$ cat config.mk
export PLATFORM = sky130hd
export DESIGN_NAME = pll_lock_monitor_flat
export DESIGN_NICKNAME = d
export VERILOG_FILES = /design/src/rtl/pll_lock_monitor_if.sv /design/src/rtl/pll_lock_monitor.sv /design/src/flat_wrapper.sv
export SDC_FILE = /design/constraint.sdc
export NUM_CORES = 1
export LEC_CHECK = 0
export CAP_MARGIN = 20
export CORE_UTILIZATION = 50
export CTS_CLUSTER_DIAMETER = 50
export DETAILED_ROUTE_END_ITERATION = 10
export PLACE_DENSITY = 0.74
export SYNTH_ARGS = -nofsm -noshare
export SYNTH_HDL_FRONTEND = slang
export SYNTH_SLANG_ARGS = --single-unit
$ cat constraint.sdc
create_clock -name clock -period 1.86 [get_ports clock]
set_input_delay 0.372 -clock clock [delete_from_list [all_inputs] [get_ports clock]]
set_output_delay 0.372 -clock clock [all_outputs]
set_load 0.01 [all_outputs]
$ cat src/rtl/pll_lock_monitor_if.sv
// Status/control bundle between the PLL lock monitor (slave) and whoever drives/observes it (master).
// The heartbeat signal exists only when LOCK_MON_HEARTBEAT_EN is defined.
interface pll_lock_monitor_if #(
  parameter int CNT_WIDTH = 8
);
  logic                 locked_in;
  logic                 clear_errors;
  logic                 sys_reset_out;
  logic                 ready;
  logic [CNT_WIDTH-1:0] loss_count;
  logic                 loss_sticky;
`ifdef LOCK_MON_HEARTBEAT_EN
  logic                 heartbeat;

  modport master (
    output locked_in,
    output clear_errors,
    input  sys_reset_out,
    input  ready,
    input  loss_count,
    input  loss_sticky,
    input  heartbeat
  );

  modport slave (
    input  locked_in,
    input  clear_errors,
    output sys_reset_out,
    output ready,
    output loss_count,
    output loss_sticky,
    output heartbeat
  );
`else
  modport master (
    output locked_in,
    output clear_errors,
    input  sys_reset_out,
    input  ready,
    input  loss_count,
    input  loss_sticky
  );

  modport slave (
    input  locked_in,
    input  clear_errors,
    output sys_reset_out,
    output ready,
    output loss_count,
    output loss_sticky
  );
`endif
endinterface

$ cat src/rtl/pll_lock_monitor.sv
// PLL lock qualifier and downstream system-reset generator with loss-of-lock statistics.
// Optional heartbeat output enabled by defining LOCK_MON_HEARTBEAT_EN.
module pll_lock_monitor #(
  parameter int SYNC_STAGES   = 2,
  parameter int STABLE_CYCLES = 1024,
  parameter int HOLD_CYCLES   = 16,
  parameter int CNT_WIDTH     = 8,
  parameter int HB_BITS       = 24
) (
  input logic               clock,
  input logic               reset,
  pll_lock_monitor_if.slave bus
);

  localparam int MAX_CYCLES = (STABLE_CYCLES > HOLD_CYCLES) ? STABLE_CYCLES : HOLD_CYCLES;
  localparam int CW         = $clog2(MAX_CYCLES + 1);

  localparam logic [CW-1:0] STABLE_LAST = CW'(STABLE_CYCLES - 1);
  localparam logic [CW-1:0] HOLD_LAST   = CW'(HOLD_CYCLES - 1);

  localparam logic [1:0] ST_WAIT_LOCK = 2'd0;
  localparam logic [1:0] ST_STABILIZE = 2'd1;
  localparam logic [1:0] ST_HOLD      = 2'd2;
  localparam logic [1:0] ST_RUN       = 2'd3;

  if (SYNC_STAGES < 2 || STABLE_CYCLES < 1 || HOLD_CYCLES < 1 || CNT_WIDTH < 1 || HB_BITS < 1)
  begin : g_bad_params
    $error("pll_lock_monitor: illegal parameter value");
  end

  // ---------------------------------------------------------------------------
  // Lock synchroniser
  // ---------------------------------------------------------------------------
  logic [SYNC_STAGES-1:0] sync_reg;
  logic                   lock_s;

  always_ff @(posedge clock or posedge reset) begin
    if (reset) begin
      sync_reg <= '0;
    end else begin
      sync_reg <= {sync_reg[SYNC_STAGES-2:0], bus.locked_in};
    end
  end

  assign lock_s = sync_reg[SYNC_STAGES-1];

  // ---------------------------------------------------------------------------
  // Qualification FSM
  // ---------------------------------------------------------------------------
  logic [1:0]    state_reg;
  logic [1:0]    state_next;
  logic [CW-1:0] cnt_reg;
  logic [CW-1:0] cnt_next;
  logic          loss_event;

  always_comb begin
    state_next = state_reg;
    cnt_next   = cnt_reg;
    loss_event = 1'b0;
    case (state_reg)
      ST_WAIT_LOCK: begin
        if (lock_s) begin
          state_next = ST_STABILIZE;
          cnt_next   = '0;
        end
      end
      ST_STABILIZE: begin
        if (!lock_s) begin
          state_next = ST_WAIT_LOCK;
          cnt_next   = '0;
        end else if (cnt_reg == STABLE_LAST) begin
          state_next = ST_HOLD;
          cnt_next   = '0;
        end else begin
          cnt_next = cnt_reg + 1'b1;
        end
      end
      ST_HOLD: begin
        if (!lock_s) begin
          state_next = ST_WAIT_LOCK;
          cnt_next   = '0;
        end else if (cnt_reg == HOLD_LAST) begin
          state_next = ST_RUN;
          cnt_next   = '0;
        end else begin
          cnt_next = cnt_reg + 1'b1;
        end
      end
      ST_RUN: begin
        if (!lock_s) begin
          state_next = ST_WAIT_LOCK;
          cnt_next   = '0;
          loss_event = 1'b1;
        end
      end
      default: begin
        state_next = ST_WAIT_LOCK;
        cnt_next   = '0;
      end
    endcase
  end

  // ---------------------------------------------------------------------------
  // Loss-of-lock statistics; a loss coinciding with clear_errors still counts once
  // ---------------------------------------------------------------------------
  logic [CNT_WIDTH-1:0] loss_count_reg;
  logic [CNT_WIDTH-1:0] loss_count_next;
  logic                 loss_sticky_reg;
  logic                 loss_sticky_next;

  always_comb begin
    loss_count_next  = loss_count_reg;
    loss_sticky_next = loss_sticky_reg;
    if (loss_event) begin
      loss_sticky_next = 1'b1;
      if (bus.clear_errors) begin
        loss_count_next = CNT_WIDTH'(1);
      end else if (!(&loss_count_reg)) begin
        loss_count_next = loss_count_reg + 1'b1;
      end
    end else if (bus.clear_errors) begin
      loss_count_next  = '0;
      loss_sticky_next = 1'b0;
    end
  end

  // ---------------------------------------------------------------------------
  // State and output registers; outputs are decoded from state_next so they
  // change on the same edge as the state register
  // ---------------------------------------------------------------------------
  logic sys_reset_reg;
  logic ready_reg;

  always_ff @(posedge clock or posedge reset) begin
    if (reset) begin
      state_reg       <= ST_WAIT_LOCK;
      cnt_reg         <= '0;
      sys_reset_reg   <= 1'b1;
      ready_reg       <= 1'b0;
      loss_count_reg  <= '0;
      loss_sticky_reg <= 1'b0;
    end else begin
      state_reg       <= state_next;
      cnt_reg         <= cnt_next;
      sys_reset_reg   <= (state_next != ST_RUN);
      ready_reg       <= (state_next == ST_RUN);
      loss_count_reg  <= loss_count_next;
      loss_sticky_reg <= loss_sticky_next;
    end
  end

  assign bus.sys_reset_out = sys_reset_reg;
  assign bus.ready         = ready_reg;
  assign bus.loss_count    = loss_count_reg;
  assign bus.loss_sticky   = loss_sticky_reg;

`ifdef LOCK_MON_HEARTBEAT_EN
  // Divider runs only while the next state is RUN, so the blink stops with ready.
  logic [HB_BITS-1:0] hb_cnt_reg;
  logic               hb_reg;

  always_ff @(posedge clock or posedge reset) begin
    if (reset) begin
      hb_cnt_reg <= '0;
      hb_reg     <= 1'b0;
    end else if (state_next != ST_RUN) begin
      hb_cnt_reg <= '0;
      hb_reg     <= 1'b0;
    end else begin
      hb_cnt_reg <= hb_cnt_reg + 1'b1;
      if (&hb_cnt_reg) begin
        hb_reg <= ~hb_reg;
      end
    end
  end

  assign bus.heartbeat = hb_reg;
`endif

endmodule

$ cat src/flat_wrapper.sv
// flat-port wrapper written by rule: the top's interface ports become plain ports
module pll_lock_monitor_flat 
#(
  parameter int SYNC_STAGES   = 2,
  parameter int STABLE_CYCLES = 1024,
  parameter int HOLD_CYCLES   = 16,
  parameter int CNT_WIDTH     = 8,
  parameter int HB_BITS       = 24
)
  (clock, reset, bus_locked_in, bus_clear_errors, bus_sys_reset_out, bus_ready, bus_loss_count, bus_loss_sticky);
  pll_lock_monitor_if #(.CNT_WIDTH(CNT_WIDTH)) bus_i ();
  input logic clock;
  input logic reset;
  input wire logic [$bits(bus_i.locked_in)-1:0] bus_locked_in;
  input wire logic [$bits(bus_i.clear_errors)-1:0] bus_clear_errors;
  output wire logic [$bits(bus_i.sys_reset_out)-1:0] bus_sys_reset_out;
  output wire logic [$bits(bus_i.ready)-1:0] bus_ready;
  output wire logic [$bits(bus_i.loss_count)-1:0] bus_loss_count;
  output wire logic [$bits(bus_i.loss_sticky)-1:0] bus_loss_sticky;
  assign bus_i.locked_in = bus_locked_in;
  assign bus_i.clear_errors = bus_clear_errors;
  assign bus_sys_reset_out = bus_i.sys_reset_out;
  assign bus_ready = bus_i.ready;
  assign bus_loss_count = bus_i.loss_count;
  assign bus_loss_sticky = bus_i.loss_sticky;
  pll_lock_monitor #(.SYNC_STAGES(SYNC_STAGES), .STABLE_CYCLES(STABLE_CYCLES), .HOLD_CYCLES(HOLD_CYCLES), .CNT_WIDTH(CNT_WIDTH), .HB_BITS(HB_BITS)) u_core (.clock(clock), .reset(reset), .bus(bus_i));
endmodule
# Yosys cells after proc, flatten, opt, wreduce, memory -nomap -nowiden
# Index checks and enable logic that the tools add are counted.
# W data, S select, Z words.
[op_classes]
n_addsub = 2
n_eq_ne = 10
muxes = 22
n_reduce_logical = 5
[op_table]
columns = ["op", "count"]
rows = [
  ["$mux W11", 6],
  ["$pmux W11 S4", 1],
  ["$mux W8", 4],
  ["$mux W2", 6],
  ["$add A11 B1 Y11 const B", 1],
  ["$eq A11 B10 Y1 const B", 1],
  ["$eq A11 B4 Y1 const B", 1],
  ["$add A8 B1 Y8 const B", 1],
  ["$pmux W2 S4", 1],
  ["$reduce_and A8 Y1", 1],
  ["$eq A2 B2 Y1 const B", 3],
  ["$ne A2 B2 Y1 const B", 3],
  ["$mux W1", 4],
  ["$reduce_and A2 Y1", 2],
  ["$eq A2 B1 Y1 const B", 1],
  ["$logic_not A2 Y1", 1],
  ["$ne A2 B1 Y1 const B", 1],
  ["$reduce_bool A2 Y1", 1],
]
[totals]
ff_bits = 26
out_inout_bits = 11

# Depth between registers and ports, before layout
[logic_depth]
word_depth = 5
depth_mapped = 7

# Least setup slack after synthesis
# Ideal clock, no wire load.
[synth_path]
path_kind = "register -> register"
startpoint = "reg u_core.state_reg[0]"
endpoint = "reg u_core.cnt_reg[9]"
setup_time_ns = 0.064
t_arrival_ns = 1.728
t_required_ns = 1.796
slack_ns = 0.068
path_stages_with_launch = 7
path_buffers = 1
cell_sequence = "dfrtp_1 -> ha_1 -> buf_2 -> mux2_4 -> or4_1 -> a21oi_1 -> a21o_1"
[synth_via]
elab_chain_cells = 3
word_cells_on_any_way = 8
cone_classes = "5 x eq/ne; 1 x mux; 2 x reduce/logical"
[synth_rtl]
columns = ["element", "line_no", "rtl"]
rows = [
  ["start, declared", "pll_lock_monitor.sv:50", "logic [1:0] state_reg;"],
  ["start signal, assigned", "pll_lock_monitor.sv:143", "state_reg <= state_next;"],
  ["$eq A2 B2 Y1 / $logic_not A2 Y1 (equally long branches)", "pll_lock_monitor.sv:60", "case (state_reg)"],
  ["$ne A2 B2 Y1 (no line) / $ne A2 B1 Y1 (equally long branches)", "--", ""],
  ["$reduce_and A2 Y1 (no line)", "--", ""],
  ["end signal, assigned", "pll_lock_monitor.sv:144", "cnt_reg <= cnt_next;"],
  ["end, declared", "pll_lock_monitor.sv:52", "logic [CW-1:0] cnt_reg;"],
]
# Several ways; a longest one is shown, not always the timed one.
# A chain may end at the register's enable or synchronous reset.

# Worst setup path after layout
# Ends and elaborated chain as after synthesis.

==> impl_metrics.yaml <==
critical_path:
  endpoint: "u_core.cnt_reg[9]"
  reg2reg_slack_ps: 30
  worstPathMaxFanout: 5
  cp-end-kind: "flip-flop"
  worstSetupStartpoint: "u_core.state_reg[0]"
  required_ps: 2140
  start_kind: "flip-flop"
  r2r_start: "u_core.state_reg[0]"
  reg2reg_to: "u_core.cnt_reg[9]"
  r2r_cells: 6
  critPathArrivalTime_ps: 2110
  worstSetupPathType: "flip-flop to flip-flop"
clock_tree:
  root_buffer: "clkbuf_4"
  insertion_delay_ps: 330
  cts_hold_buf: 0
  ctsHtreeMaxLevel: 1
  clockBufferDepth: 2
  cts.sinks: 26
  cts.clk_slew.worst_paths_ps: 150
  cts_buffers: 3
  cts_tree: "yes"
route:
  wirelength_microns: 2870
  postRouteAntennaNets: 0
  wire_per_inst_microns: 14.4
  drc_errors: 0
  dr_total_vias: 1119
  detail_route.iter0.violations: 42
  via_per_inst: 5.62
  firstDrtPassIters: 4
timing:
  final_hold_viol_count: 0
  clock_skew_ps: 4.24
  hold_slack_ps: 372
  setup_viol_count_final: 0
  fmaxAchievable_ghz: 0.546
  finalCritPeriodShare: 0.984
  slew_headroom: 0.738
  fin_crit_ps: 1830
  rsz0062_at_grt: "yes"
  tns_ps: 0
  maxSlewViolCount: 0
  tightestPinTransition_ps: 389
die:
  placementRows: 19
  dieArea_sq_mm: 0.00320
  initial_utilization: 0.534
  core_area_sq_mm: 0.00278
  die_w_microns: 56.5
  fp.dieH_microns: 56.5
  num_io_pins: 15
global_routing:
  grt_usage: 0.188
  grt_pass1_vias: 1008
  antenna_found_initial: 0
  grt_pass1_wl_microns: 4690
  grt_max_degree: 27
  grt_overflow: 0
final_layout:
  antenna_cells: 0
  largest_register_ffs: 11
  syn_to_final_growth_pct: 20.3
  nNetsFinal: 180
  fill_cells: 231
  final_util: 0.643
  design_area_sq_mm: 0.00179
  drive_gt1_frac: 0.179
outcome:
  status: "finished clean"
synth:
  syn_area_per_cell_sq_um: 10.0
  synth.distinct_cells: 45
  synth_edf_count: 0
  yosysSeqAreaShare: 0.439
  ys_async_sr_fraction: 1.00
  synth_top_flop_cell: "dfrtp_1"
  yosys_warnings: 0
  syn-instance-count: 148
  synthesis.area_sq_mm: 0.00149
  yosys_register_bits: 26
  synth_fp_nets: 159
placed_design:
  portBuffers: 14
  gp_congestion: 0.861
  post_dp_cell_area_sq_mm: 0.00168
  dp_hpwl_microns: 2050
pwr:
  ir_drop_v: 0.000590
  p_leak_uw: 0.000745
  powerDensity_mw_per_mm2: 758
flow_run:
  cap_viol_max_count: 0
hold_path:
  hp-class: "flip-flop to flip-flop"
-- placed cells by master (no fill, tap or decap), drive strengths merged, types with 2 or more instances in the layout --
cell type	Yosys	final
inv	9	9
nor4	2	2
xnor2	3	3
nor3	2	2
nand3	6	6
a21o	3	3
buf	2	6
mux2	2	2
a21oi	9	9
o21ai	6	6
mux2i	2	2
nand2b	4	4
ha	7	7
clkdlybuf4s50	0	14
and3	5	5
a31oi	3	3
nor2	18	18
nand2	12	12
nand4	3	3
xor2	5	5
a211oi	2	2
clkbuf	2	3
dfrtp	25	25
-- area by class of cell --
cell class	count	area (sq um)	area share
Clock buffer	3	22.5	0.0126
Clock inverter	1	30.0	0.0168
Inverter	9	33.8	0.0189
Multi-Input combinational cell	109	825	0.461
Sequential cell	26	653	0.365
Tap cell	31	38.8	0.0217
Timing Repair Buffer	20	185	0.104
-- cell families after synthesis --
family / Yosys count / synth area share
AND/OR/NAND/NOR: 59 / 0.219
AO/OA/AOI/OAI: 31 / 0.167
flip-flops: 26 / 0.439
buffers and inverters: 13 / 0.0387
XOR/XNOR: 8 / 0.0471
adder cells (fa/ha/maj): 7 / 0.0589
multiplexers: 4 / 0.0311
-- how the worst min path moves through the flow --
stage                        from            endpoint  depth (start not counted)
2_1_floorplan  u_core.sync_reg[0]  u_core.sync_reg[1]                          0
3_3_place_gp   u_core.sync_reg[0]  u_core.sync_reg[1]                          0
3_5_place_dp   u_core.sync_reg[0]  u_core.sync_reg[1]                          0
4_1_cts        u_core.sync_reg[0]  u_core.sync_reg[1]                          0
5_1_grt        u_core.sync_reg[0]  u_core.sync_reg[1]                          0
6_report       u_core.sync_reg[0]  u_core.sync_reg[1]                          0
-- critical path, cell delays in order (launching register included) --
cell	delay, ps
dfrtp_1	480
inv_2	90
ha_1	220
mux2_4	290
or4_1	490
a21oi_2	130
a21o_1	90
-- where the power goes --
part | switching, uW | total, uW | leakage (uW) | internal [uW]
combinational | 194 | 348 | 0.000365 | 154
clock | 175 | 393 | 0.0000279 | 218
sequential | 28.5 | 614 | 0.000352 | 586
-- metal layers --
layer  up-vias  track usage  wire, microns
li1        561            -              -
met1       541        0.279           1440
met2        13        0.267           1350
met3         4       0.0230             48
met4         0       0.0976             28
met5         -            0              0
-- cells in the mapped netlist (all sizes together) (2+ instances only) --
library cell  count  area share
dfrtp            25        0.42
nor2             18       0.045
nand2            12       0.030
a21oi             9       0.030
inv               9       0.023
ha                7       0.059
nand3             6       0.024
o21ai             6       0.020
and3              5       0.024
xor2              5       0.029
nand2b            4       0.017
a21o              3       0.015
a31oi             3       0.037
nand4             3       0.013
xnor2             3       0.018
a211oi            2       0.010
buf               2       0.011
clkbuf            2      0.0051
mux2              2       0.018
mux2i             2       0.013
nor3              2      0.0067
nor4              2       0.019
-- through the flow --
| stage | worst slack (ps) | std cells | total power, uW |
|---|---|---|---|
| floorplan | 68.3 | 148 | 826 |
| global placement | 122 | 194 | 900 |
| detailed placement | 51.7 | 194 | 910 |
| CTS | 21.0 | 198 | 1310 |
| global route | -41.3 | 199 | 1420 |
| finish | 29.1 | 199 | 1350 |
-- what timing repair did --
| action | 4_1_cts | 5_1_grt |
|---|---|---|
| resized for setup | 1 | 11 |
| endpoints found under the setup margin | 1 | 7 |
| pin swaps | 0 | 1 |
| gates cloned | 0 | 0 |
| setup buffers | 0 | 1 |
No activity file was read; power rests on OpenSTA's default activity.
